===== src/rtl/serdes_align_if.sv =====
// PLL dynamic-phase and 1:4 IDDR gearbox control bundle.
// master = alignment controller, slave = primitive wrapper.
interface serdes_align_if;
  logic [1:0] pll_phasesel;
  logic       pll_phasedir;
  logic       pll_phasestep;
  logic       pll_phaseloadreg;
  logic       pll_lock;
  logic       iddr_start;
  logic       iddr_alignwd;
  logic       iddr_ready;
  logic [3:0] iddr_q;

  modport master (
    input  pll_lock,
    input  iddr_ready,
    input  iddr_q,
    output pll_phasesel,
    output pll_phasedir,
    output pll_phasestep,
    output pll_phaseloadreg,
    output iddr_start,
    output iddr_alignwd
  );

  modport slave (
    output pll_lock,
    output iddr_ready,
    output iddr_q,
    input  pll_phasesel,
    input  pll_phasedir,
    input  pll_phasestep,
    input  pll_phaseloadreg,
    input  iddr_start,
    input  iddr_alignwd
  );
endinterface


===== src/rtl/serdes_align_ctrl.sv =====
// Link bring-up: PLL phase sweep against a training word,
// park on the widest eye centre, then word-align the gearbox.
module serdes_align_ctrl #(
  parameter logic [3:0] TRAIN_PATTERN = 4'b0011,
  parameter int         PHASE_STEPS   = 8,
  parameter logic [1:0] PHASE_SEL     = 2'd2,
  parameter int         SETTLE_CYCLES = 16,
  parameter int         CHECK_WORDS   = 32,
  parameter int         MAX_SLIPS     = 4
) (
  input  logic                   sync_clk,
  input  logic                   sync_reset,
  input  logic                   en,
  serdes_align_if.master         phy,
  output logic                   aligned,
  output logic                   fail,
  output logic [PHASE_STEPS-1:0] pass_map,
  output logic [3:0]             phase_idx,
  output logic                   busy
);
  localparam int CMAX = (SETTLE_CYCLES > CHECK_WORDS) ?
                        SETTLE_CYCLES : CHECK_WORDS;
  localparam int CW = $clog2(CMAX + 1);
  localparam int SW = $clog2(MAX_SLIPS + 1);
  localparam logic [CW-1:0] SETTLE_LAST = CW'(SETTLE_CYCLES - 1);
  localparam logic [CW-1:0] CHECK_LAST  = CW'(CHECK_WORDS - 1);
  localparam logic [SW-1:0] SLIP_MAX    = SW'(MAX_SLIPS);
  localparam logic [3:0]    LAST_PH     = 4'(PHASE_STEPS - 1);

  typedef enum logic [3:0] {
    S_IDLE, S_WAIT_LOCK, S_WAIT_READY, S_SETTLE, S_SWEEP,
    S_STEP, S_CHOOSE, S_RETARD, S_WORD, S_LOCKED, S_FAILED
  } state_e;

  state_e state_q, state_d, ret_q, ret_d;
  logic [CW-1:0] cnt_q, cnt_d;
  logic [3:0] first_q, first_d;
  logic ok_q, ok_d;
  logic [PHASE_STEPS-1:0] map_q, map_d;
  logic [3:0] phase_q, phase_d;
  logic [3:0] rcnt_q, rcnt_d;
  logic [SW-1:0] slips_q, slips_d;
  logic dir_q, dir_d;
  logic step_q, step_d;
  logic start_q, start_d;
  logic alignwd_q, alignwd_d;

  logic [3:0] sw_first;
  logic sw_acc, wd_acc;
  logic [4:0] run, best_len, best_start;
  logic [3:0] centre;

  function automatic logic is_rot(input logic [3:0] w);
    return (w == TRAIN_PATTERN) ||
           (w == {TRAIN_PATTERN[2:0], TRAIN_PATTERN[3]}) ||
           (w == {TRAIN_PATTERN[1:0], TRAIN_PATTERN[3:2]}) ||
           (w == {TRAIN_PATTERN[0], TRAIN_PATTERN[3:1]});
  endfunction

  // Longest run of passing phases; strict > keeps the lowest start on ties.
  always_comb begin
    run = '0;
    best_len = '0;
    best_start = '0;
    for (int i = 0; i < PHASE_STEPS; i++) begin
      if (map_q[i]) begin
        run = run + 5'd1;
        if (run > best_len) begin
          best_len = run;
          best_start = 5'(i) - run + 5'd1;
        end
      end else begin
        run = '0;
      end
    end
  end

  assign centre = 4'(best_start + ((best_len - 5'd1) >> 1));

  assign busy = !(state_q inside {S_IDLE, S_LOCKED, S_FAILED});

  always_comb begin
    state_d = state_q;
    ret_d = ret_q;
    cnt_d = cnt_q;
    first_d = first_q;
    ok_d = ok_q;
    map_d = map_q;
    phase_d = phase_q;
    rcnt_d = rcnt_q;
    slips_d = slips_q;
    dir_d = dir_q;
    step_d = 1'b0;
    start_d = 1'b0;
    alignwd_d = 1'b0;
    sw_first = (cnt_q == '0) ? phy.iddr_q : first_q;
    sw_acc = ((cnt_q == '0) ? is_rot(phy.iddr_q) : ok_q) &
             (phy.iddr_q == sw_first);
    wd_acc = ((cnt_q == '0) ? 1'b1 : ok_q) &
             (phy.iddr_q == TRAIN_PATTERN);
    unique case (state_q)
      S_IDLE:
        if (en) state_d = S_WAIT_LOCK;
      S_WAIT_LOCK:
        if (phy.pll_lock) begin
          start_d = 1'b1;
          state_d = S_WAIT_READY;
        end
      S_WAIT_READY:
        if (phy.iddr_ready) begin
          map_d = '0;
          phase_d = '0;
          cnt_d = '0;
          ret_d = S_SWEEP;
          state_d = S_SETTLE;
        end
      S_SETTLE:
        if (cnt_q == SETTLE_LAST) begin
          cnt_d = '0;
          state_d = ret_q;
        end else begin
          cnt_d = cnt_q + 1'b1;
        end
      S_SWEEP: begin
        first_d = sw_first;
        ok_d = sw_acc;
        cnt_d = cnt_q + 1'b1;
        if (cnt_q == CHECK_LAST) begin
          cnt_d = '0;
          for (int i = 0; i < PHASE_STEPS; i++)
            if (4'(i) == phase_q) map_d[i] = sw_acc;
          if (phase_q < LAST_PH) begin
            dir_d = 1'b0;
            phase_d = phase_q + 4'd1;
            ret_d = S_SWEEP;
            state_d = S_STEP;
          end else begin
            state_d = S_CHOOSE;
          end
        end
      end
      // dir_q was settled on entry, so it is stable here and in the pulse cycle.
      S_STEP: begin
        step_d = 1'b1;
        cnt_d = '0;
        state_d = S_SETTLE;
      end
      S_CHOOSE: begin
        slips_d = '0;
        dir_d = 1'b1;
        rcnt_d = LAST_PH - centre;
        state_d = (best_len == '0) ? S_FAILED : S_RETARD;
      end
      S_RETARD:
        if (rcnt_q == '0) begin
          cnt_d = '0;
          state_d = S_WORD;
        end else begin
          rcnt_d = rcnt_q - 4'd1;
          phase_d = phase_q - 4'd1;
          ret_d = S_RETARD;
          state_d = S_STEP;
        end
      S_WORD: begin
        ok_d = wd_acc;
        cnt_d = cnt_q + 1'b1;
        if (cnt_q == CHECK_LAST) begin
          cnt_d = '0;
          if (wd_acc) begin
            state_d = S_LOCKED;
          end else if (slips_q < SLIP_MAX) begin
            alignwd_d = 1'b1;
            slips_d = slips_q + 1'b1;
            ret_d = S_WORD;
            state_d = S_SETTLE;
          end else begin
            state_d = S_FAILED;
          end
        end
      end
      S_LOCKED: ;
      S_FAILED: ;
      default: state_d = S_IDLE;
    endcase
    if (!en) begin
      state_d = S_IDLE;
      step_d = 1'b0;
      start_d = 1'b0;
      alignwd_d = 1'b0;
    end else if (!phy.pll_lock && (busy || state_q == S_LOCKED)) begin
      state_d = S_WAIT_LOCK;
      step_d = 1'b0;
      start_d = 1'b0;
      alignwd_d = 1'b0;
    end
  end

  always_ff @(posedge sync_clk) begin
    if (sync_reset) begin
      state_q <= S_IDLE;
      ret_q <= S_IDLE;
      cnt_q <= '0;
      first_q <= '0;
      ok_q <= 1'b0;
      map_q <= '0;
      phase_q <= '0;
      rcnt_q <= '0;
      slips_q <= '0;
      dir_q <= 1'b0;
      step_q <= 1'b0;
      start_q <= 1'b0;
      alignwd_q <= 1'b0;
    end else begin
      state_q <= state_d;
      ret_q <= ret_d;
      cnt_q <= cnt_d;
      first_q <= first_d;
      ok_q <= ok_d;
      map_q <= map_d;
      phase_q <= phase_d;
      rcnt_q <= rcnt_d;
      slips_q <= slips_d;
      dir_q <= dir_d;
      step_q <= step_d;
      start_q <= start_d;
      alignwd_q <= alignwd_d;
    end
  end

  assign phy.pll_phasesel = PHASE_SEL;
  assign phy.pll_phasedir = dir_q;
  assign phy.pll_phasestep = step_q;
  assign phy.pll_phaseloadreg = 1'b0;
  assign phy.iddr_start = start_q;
  assign phy.iddr_alignwd = alignwd_q;

  // Lock or enable loss drops aligned in the cycle it is seen.
  assign aligned = (state_q == S_LOCKED) && phy.pll_lock && en;
  assign fail = (state_q == S_FAILED);
  assign pass_map = map_q;
  assign phase_idx = phase_q;
endmodule


===== src/flat_wrapper.sv =====
// flat-port wrapper written by rule: the top's interface ports become plain ports
module serdes_align_ctrl_flat 
#(
  parameter logic [3:0] TRAIN_PATTERN = 4'b0011,
  parameter int         PHASE_STEPS   = 8,
  parameter logic [1:0] PHASE_SEL     = 2'd2,
  parameter int         SETTLE_CYCLES = 16,
  parameter int         CHECK_WORDS   = 32,
  parameter int         MAX_SLIPS     = 4
)
  (sync_clk, sync_reset, en, aligned, fail, pass_map, phase_idx, busy, phy_pll_lock, phy_iddr_ready, phy_iddr_q, phy_pll_phasesel, phy_pll_phasedir, phy_pll_phasestep, phy_pll_phaseloadreg, phy_iddr_start, phy_iddr_alignwd);
  serdes_align_if phy_i ();
  input  logic sync_clk;
  input  logic sync_reset;
  input  logic en;
  output logic aligned;
  output logic fail;
  output logic [PHASE_STEPS-1:0] pass_map;
  output logic [3:0] phase_idx;
  output logic busy;
  input wire logic [$bits(phy_i.pll_lock)-1:0] phy_pll_lock;
  input wire logic [$bits(phy_i.iddr_ready)-1:0] phy_iddr_ready;
  input wire logic [$bits(phy_i.iddr_q)-1:0] phy_iddr_q;
  output wire logic [$bits(phy_i.pll_phasesel)-1:0] phy_pll_phasesel;
  output wire logic [$bits(phy_i.pll_phasedir)-1:0] phy_pll_phasedir;
  output wire logic [$bits(phy_i.pll_phasestep)-1:0] phy_pll_phasestep;
  output wire logic [$bits(phy_i.pll_phaseloadreg)-1:0] phy_pll_phaseloadreg;
  output wire logic [$bits(phy_i.iddr_start)-1:0] phy_iddr_start;
  output wire logic [$bits(phy_i.iddr_alignwd)-1:0] phy_iddr_alignwd;
  assign phy_i.pll_lock = phy_pll_lock;
  assign phy_i.iddr_ready = phy_iddr_ready;
  assign phy_i.iddr_q = phy_iddr_q;
  assign phy_pll_phasesel = phy_i.pll_phasesel;
  assign phy_pll_phasedir = phy_i.pll_phasedir;
  assign phy_pll_phasestep = phy_i.pll_phasestep;
  assign phy_pll_phaseloadreg = phy_i.pll_phaseloadreg;
  assign phy_iddr_start = phy_i.iddr_start;
  assign phy_iddr_alignwd = phy_i.iddr_alignwd;
  serdes_align_ctrl #(.TRAIN_PATTERN(TRAIN_PATTERN), .PHASE_STEPS(PHASE_STEPS), .PHASE_SEL(PHASE_SEL), .SETTLE_CYCLES(SETTLE_CYCLES), .CHECK_WORDS(CHECK_WORDS), .MAX_SLIPS(MAX_SLIPS)) u_core (.sync_clk(sync_clk), .sync_reset(sync_reset), .en(en), .phy(phy_i), .aligned(aligned), .fail(fail), .pass_map(pass_map), .phase_idx(phase_idx), .busy(busy));
endmodule

===== config.mk =====
export PLATFORM = sky130hd
export DESIGN_NAME = serdes_align_ctrl_flat
export DESIGN_NICKNAME = d
export VERILOG_FILES = /design/src/rtl/serdes_align_if.sv /design/src/rtl/serdes_align_ctrl.sv /design/src/flat_wrapper.sv
export SDC_FILE = /design/constraint.sdc
export NUM_CORES = 1
export LEC_CHECK = 0
export ABC_AREA = 1
export BUFFER_PORTS_ARGS = -buffer_cell sky130_fd_sc_hd__buf_2
export CAP_MARGIN = 20
export CORE_MARGIN = 1.5
export CORE_UTILIZATION = 50
export CTS_CLUSTER_DIAMETER = 30
export DETAILED_ROUTE_END_ITERATION = 16
export PLACE_DENSITY = 0.82
export SKIP_LAST_GASP = 1
export SYNTH_ARGS = -nofsm -noshare
export SYNTH_HDL_FRONTEND = slang
export SYNTH_SLANG_ARGS = --single-unit

===== constraint.sdc =====
create_clock -name sync_clk -period 7.2 [get_ports sync_clk]
set_clock_uncertainty 0.15 [all_clocks]
set_input_delay 0.36 -clock sync_clk [delete_from_list [all_inputs] [get_ports sync_clk]]
set_output_delay 0.36 -clock sync_clk [all_outputs]
set_load 0.01 [all_outputs]

==> results.cfg, run 1 <==
[routing]
dr_total_vias = 4693
drt_pre_antenna_iters = 5
route.antenna.remaining_nets = 0
vias_per_cell = 5.54
detail_route.iter0.violations = 224
drt-wirelength-per-cell_um = 15.1
drc_errors = 0
route.final.wire_length_mm = 12.8

[flow_run]
drv_cap = 0

[global_route]
grt_antenna_before_repair = 0
grt_pass1_wl_mm = 19.7
vias_in_the_first_global_route = 4512
grt.overflow.total = 0
grtUsageTotal = 0.277
grt_max_degree = 20

[sta]
relSlewSlack = 0.615
hold_violations = 0
final-max-slew-violation-count = 0
finalCritPeriodShare = 1.08
tightestPinTransition_ns = 0.574
setup_violations = 2
min_period_ns = 7.75
final_worst_setup_slack_ns = -0.550
achievable-frequency_mhz = 129
rsz_0062_raised_after_global_routing = true

[cts]
cts.sinks = 41
cts-htree-levels = 2
tritoncts = done
ctsRootBufferMaster = sky130_fd_sc_hd__clkbuf_8
cts_made_buffers = 5
clk_latency_ns = 0.31
cts.reportedPaths.clkPinSlew_ns = 0.08
cts-root-to-sink-buffers = 2

[logic_synthesis]
post_synthesis_simple_gate_area_fraction = 0.340
synthArstFlopShare = 0
ys_seq_area_frac = 0.198
ys_types = 49
synth_compound_gate_area_share = 0.176
synth.area.mux_share = 0
synth_top_family_by_area = simple AND/OR/NAND/NOR gates
synth_enable_flop_cells = 0
synth.ff_latch_count = 41
syn-cell-area_um2 = 4140
synthesis.yosys.warnings = 0
dominantRegCellSynth = sky130_fd_sc_hd__dfxtp_1
syn-mean-instance-area_um2 = 6.43
synth_xor_area_frac = 0.0148
adder_and_majority_cell_fraction_of_the_synthesized_area = 0.135
synthesis.instances = 644

[finish]
layout-area-overhead-vs-synth_pct = 33.6
final_cells = 847
layout.filler_cells = 628
layout.nets = 794
fraction_of_final_layout_cells_with_drive_strength_greater_than_1 = 0.357
num_antenna_cells = 0
final_util = 0.681

[floorplanning]
number_of_i_o_pins = 31
design.die.area_um2 = 8840
die_width_um = 94.0
fp.dieH_um = 94.0
placeableCoreArea_um2 = 8130
row_count = 33
floorplan.initialDensity = 0.509

[power_and_ir_drop]
pwr-share-seq = 0.349
clock_power_share = 0.291
intPower_mw = 0.451
power.net_switching_mw = 0.227
leakagePower_nw = 2.68
power.share.combinational = 0.360
fin_total_pwr_mw = 0.679
power.share.switching = 0.335
vdd.ir_drop.worst_mv = 0.111
cellPowerDensity_nw_per_um2 = 123

[status]
outcome = complete, but fails checks
failed_checks = negative setup slack

[worst_setup_path]
slowest_stage_cell_cp = sky130_fd_sc_hd__fa_2
critical_path.endpoint_type = register
path_max_fanout = 5
crit_required_ns = 7.29
timing.setup.critical_path_class = reg2reg
worstSetupStartpointType = register
crit_path_frequent_cell = sky130_fd_sc_hd__nand2_2
critical_path_arrival_ns = 7.84
critPathMaxStageDelay_ns = 0.40

[placement]
worst_setup_timing_slack_at_the_placement_stage_ns = -0.466
place.detailed.instances = 809
port_buffers = 27
gp_routability_congestion = 0.929
dp_hpwl_mm = 8.57

[worst_hold_path]
hold_class = in2reg
==> placed cells by master (no fill, tap or decap), drive strengths merged, types with 2 or more instances in the layout <==
cell	Yosys	layout
o211ai	6	6
a21oi	48	48
inv	122	122
clkbuf	6	6
o22ai	3	3
o2111ai	2	2
dfxtp	41	41
buf	9	99
nand3	37	37
nand4	13	13
o21ai	44	44
a211oi	9	9
nand2	140	140
a31oi	5	5
nor4	2	2
clkinv	2	2
xnor2	6	6
conb	2	8
nor2	79	79
and2	2	2
nor3	10	10
ha	43	43
o31ai	3	3
==> sequential cells by signal (all words and copies together) (netlist names), 3 cells and up <==
| register | cells |
|---|---|
| u_core.pass_map | 8 |
| u_core.cnt_q | 6 |
| u_core.first_q | 4 |
| u_core.phase_idx | 4 |
| u_core.rcnt_q | 4 |
| u_core.state_q | 4 |
| u_core.ret_q | 3 |
| u_core.slips_q | 3 |
==> cell usage after synthesis, types with 3 or more instances <==
library cell                 n  area share
sky130_fd_sc_hd__nor2_1     67       0.061
sky130_fd_sc_hd__dfxtp_1    41        0.20
sky130_fd_sc_hd__nor2_2      7       0.011
sky130_fd_sc_hd__buf_4       3      0.0054
sky130_fd_sc_hd__nand2_2    20       0.030
sky130_fd_sc_hd__clkbuf_1    5      0.0045
sky130_fd_sc_hd__o21ai_0    34       0.041
sky130_fd_sc_hd__a21oi_1    48       0.058
sky130_fd_sc_hd__a31oi_1     5      0.0075
sky130_fd_sc_hd__a211oi_1    9       0.016
sky130_fd_sc_hd__nand3_1    28       0.034
sky130_fd_sc_hd__o211ai_1    6       0.011
sky130_fd_sc_hd__buf_2       3      0.0036
sky130_fd_sc_hd__inv_2      14       0.013
sky130_fd_sc_hd__ha_1       43        0.13
sky130_fd_sc_hd__nand3_2     7       0.017
sky130_fd_sc_hd__nor3_1     10       0.012
sky130_fd_sc_hd__nor2_4      4       0.011
sky130_fd_sc_hd__nand2_4     7       0.019
sky130_fd_sc_hd__o31ai_1     3      0.0054
sky130_fd_sc_hd__xnor2_1     6       0.013
sky130_fd_sc_hd__o21ai_1    10       0.012
sky130_fd_sc_hd__nand2_1   113        0.10
sky130_fd_sc_hd__o22ai_1     3      0.0045
sky130_fd_sc_hd__nand4_1    12       0.018
sky130_fd_sc_hd__inv_1     108       0.098
==> worst paths after layout <==
check	from	end	slack, ns	cells past startpoint
hold / removal	phy_pll_lock	u_core.phy.iddr_start	0.18	3
setup / recovery	u_core.pass_map[0]	u_core.rcnt_q[3]	-0.55	56
hold reg to reg	u_core.slips_q[1]	u_core.slips_q[1]	0.32	2
setup reg to reg	u_core.pass_map[0]	u_core.rcnt_q[3]	-0.55	56
==> power groups by stage <==
stage	combinational, mW	clock [mW]	sequential, mW
after floorplan	0.137	0	0.240
after global placement	0.175	0	0.241
after detailed placement	0.182	0	0.242
after CTS	0.211	0.199	0.237
after global routing	0.271	0.209	0.237
final	0.244	0.197	0.237
==> cell type report <==
class / count / area (µm²) / area share
Clock buffer: 6 / 82.6 / 0.0149
Multi-Input combinational cell: 470 / 3270 / 0.591
Clock inverter: 2 / 37.5 / 0.00678
Timing Repair Buffer: 99 / 702 / 0.127
Sequential cell: 41 / 828 / 0.150
Tap cell: 105 / 131 / 0.0237
Inverter: 124 / 483 / 0.0872
==> critical path, delay by kind of cell (launching register included) <==
kind | cells | cell delay (ns)
buffers and inverters | 9 | 0.90
adders and majority gates | 10 | 2.38
xor gates and xnor gates | 1 | 0.17
and+or+nand+nor | 30 | 2.68
AOI/OAI and AO/OA | 6 | 1.01
DFF | 1 | 0.39
==> layer usage <==
layer,routed length (µm),track usage
met1,4930,0.302
met5,0,0
met4,608,0.129
met2,6600,0.521
met3,658,0.0413
==> timing repair <==
item	CTS	global route
pin swaps	46	50
endpoints found under the setup margin	2	3
hold buffers	0	0
gates resized for setup	71	45
setup buffers	20	10
==> through the flow <==
step                      cell area [µm²]  setup TNS, ns  hold slack, ns
final                                5540         -0.876           0.175
after global routing                 5540          -1.81           0.178
after CTS                            5300        -0.0360           0.175
after detailed placement             4730         -0.720           0.314
after global placement               4730        -0.0535           0.300
after floorplan                      4260              0           0.283
==> kinds of logic (layout without fill, tap and decap cells) <==
kind of cell | count (synthesis) | in the layout
simple gates | 285 | 285
buf+inv | 139 | 231
compound gates | 126 | 126
fa+ha+maj | 44 | 44
flops | 41 | 41
xor+xnor | 7 | 7
other cells | 2 | 8
Note: power is estimated with default switching activity, not from simulation.
==> inputs of run 2 (changes only) <==
--- a/config.mk
+++ b/config.mk
@@ -12,6 +12,7 @@
 export CORE_UTILIZATION = 50
 export CTS_CLUSTER_DIAMETER = 30
+export CTS_CLUSTER_SIZE = 12
 export DETAILED_ROUTE_END_ITERATION = 16
-export PLACE_DENSITY = 0.82
+export PLACE_DENSITY = 0.75
 export SKIP_LAST_GASP = 1
 export SYNTH_ARGS = -nofsm -noshare
--- a/constraint.sdc
+++ b/constraint.sdc
@@ -3,3 +3,3 @@
 set_input_delay 0.36 -clock sync_clk [delete_from_list [all_inputs] [get_ports sync_clk]]
 set_output_delay 0.36 -clock sync_clk [all_outputs]
-set_load 0.01 [all_outputs]
+set_load 0.1 [all_outputs]
==> results.cfg, run 2 (synthesis results as in run 1) <==
[status]
outcome = complete, but fails checks
failed_checks = negative setup slack

[sta]
min_period_ns = 7.51
rsz_0062_raised_after_global_routing = true
final.hold.worst_slack_ns = 0.183
final_worst_setup_slack_ns = -0.305
setup_violations = 2
relSlewSlack = 0.623
finalCritPeriodShare = 1.04
hold_violations = 0
final-max-slew-violation-count = 0
achievable-frequency_mhz = 133
tightestPinTransition_ns = 0.565

[floorplanning]
die_width_um = 94.0
number_of_i_o_pins = 31
design.die.area_um2 = 8840
placeableCoreArea_um2 = 8130
floorplan.initialDensity = 0.509
row_count = 33
fp.dieH_um = 94.0

[global_route]
vias_in_the_first_global_route = 4257
grt.overflow.total = 0
grt_antenna_before_repair = 0
grt_pass1_wl_mm = 18.8
grtUsageTotal = 0.262
grt_max_degree = 20

[finish]
finish.instance_area_um2 = 5340
fraction_of_final_layout_cells_with_drive_strength_greater_than_1 = 0.335
max_reg_flops = 8
layout.nets = 777
layout-area-overhead-vs-synth_pct = 28.9
layout_common_cells = 94 x sky130_fd_sc_hd__nand2_1, 91 x sky130_fd_sc_hd__inv_1, 62 x sky130_fd_sc_hd__nor2_1
layout.filler_cells = 702
layout.cells.most_common = sky130_fd_sc_hd__nand2_1
final_cells = 830
num_antenna_cells = 0

[placement]
dp_area_um2 = 4600
port_buffers = 27
worst_setup_timing_slack_at_the_placement_stage_ns = -0.249
dp_hpwl_mm = 8.00
place.detailed.instances = 780
gp_routability_congestion = 0.903

[power_and_ir_drop]
leakagePower_nw = 2.64
clock_power_share = 0.297
intPower_mw = 0.454
vdd.ir_drop.worst_mv = 0.133
power.net_switching_mw = 0.242
power.share.switching = 0.348
cellPowerDensity_nw_per_um2 = 130
pwr-share-seq = 0.341
fin_total_pwr_mw = 0.696
power.share.combinational = 0.362

[routing]
detail_route.iter0.violations = 192
drc_errors = 0
route.antenna.remaining_nets = 0
vias_per_cell = 5.42
route.final.wire_length_mm = 11.4
drt-wirelength-per-cell_um = 13.8
dr_total_vias = 4499
drt_pre_antenna_iters = 5

[worst_setup_path]
worstSetupStartpointType = register
critical_path_arrival_ns = 7.59
crit_required_ns = 7.28
timing.setup.critical_path_class = reg2reg
slowest_stage_cell_cp = sky130_fd_sc_hd__fa_2
critPathMaxStageDelay_ns = 0.40
critical_path.endpoint_type = register
crit_path_frequent_cell = sky130_fd_sc_hd__nand2_2
path_max_fanout = 7

[cts]
cts.sinks = 41
cts_hold_buffers = 0
cts_made_buffers = 5
cts.reportedPaths.clkPinSlew_ns = 0.08
cts-htree-levels = 2
cts-root-to-sink-buffers = 2
clk_latency_ns = 0.30
ctsRootBufferMaster = sky130_fd_sc_hd__clkbuf_8
tritoncts = done

[worst_hold_path]
hold_class = in2reg

[flow_run]
drv_cap = 0
run 2: cell type report:
| class | count | area (µm²) | share of cell area |
|---|---|---|---|
| clock buffer | 6 | 93.8 | 0.0176 |
| clock inverter | 2 | 35.0 | 0.00656 |
| inverter | 124 | 478 | 0.0895 |
| multi-input combinational | 470 | 3200 | 0.600 |
| sequential | 41 | 833 | 0.156 |
| tap | 105 | 131 | 0.0246 |
| timing repair buffer | 82 | 567 | 0.106 |
run 2: critical path, delay by kind of cell (launching register included):
family                   cells  cell delay [ns]
XOR/XNOR                     1             0.14
AO/OA/AOI/OAI                7             0.83
adder cells (fa/ha/maj)     10             2.54
flip-flops                   1             0.39
AND/OR/NAND/NOR             27             2.61
buffers and inverters        8             0.77
run 2: power by group through the flow:
stage	sequential, mW	clock (mW)	combinational, mW
floorplan	0.256	0	0.153
global placement	0.242	0	0.200
detailed placement	0.242	0	0.203
CTS	0.237	0.210	0.222
global route	0.238	0.219	0.280
finish	0.237	0.207	0.252
run 2: path summary, 6_finish.rpt:
check,endpoint,cells after the start,slack [ns],startpoint
setup / recovery,u_core.rcnt_q[3],53,-0.31,u_core.pass_map[0]
hold / removal,u_core.phy.iddr_start,3,0.18,phy_pll_lock
hold reg to reg,u_core.slips_q[1],2,0.32,u_core.slips_q[1]
setup reg to reg,u_core.rcnt_q[3],53,-0.31,u_core.pass_map[0]
run 2: per-stage QoR:
stage / setup TNS, ns / util
6_report: -0.473 / 0.657
5_1_grt: -1.25 / 0.657
4_1_cts: -0.0225 / 0.631
3_5_place_dp: -0.368 / 0.566
3_3_place_gp: -0.0199 / 0.566
2_1_floorplan: -0.0541 / -
run 2: per-layer routing:
layer  up-vias  share of wire  global-route usage
met2       125           0.51               0.488
met1      2092           0.42               0.300
li1       2248              -                   -
met3        34          0.037              0.0332
met5         -              0                   0
met4         0          0.029               0.104
run 2: repair_timing:
action / in CTS / in global routing
setup buffers: 29 / 14
endpoints found under the setup margin: 2 / 3
gates resized for setup: 47 / 31
hold endpoints to repair: 0 / 0
pin swaps: 43 / 48
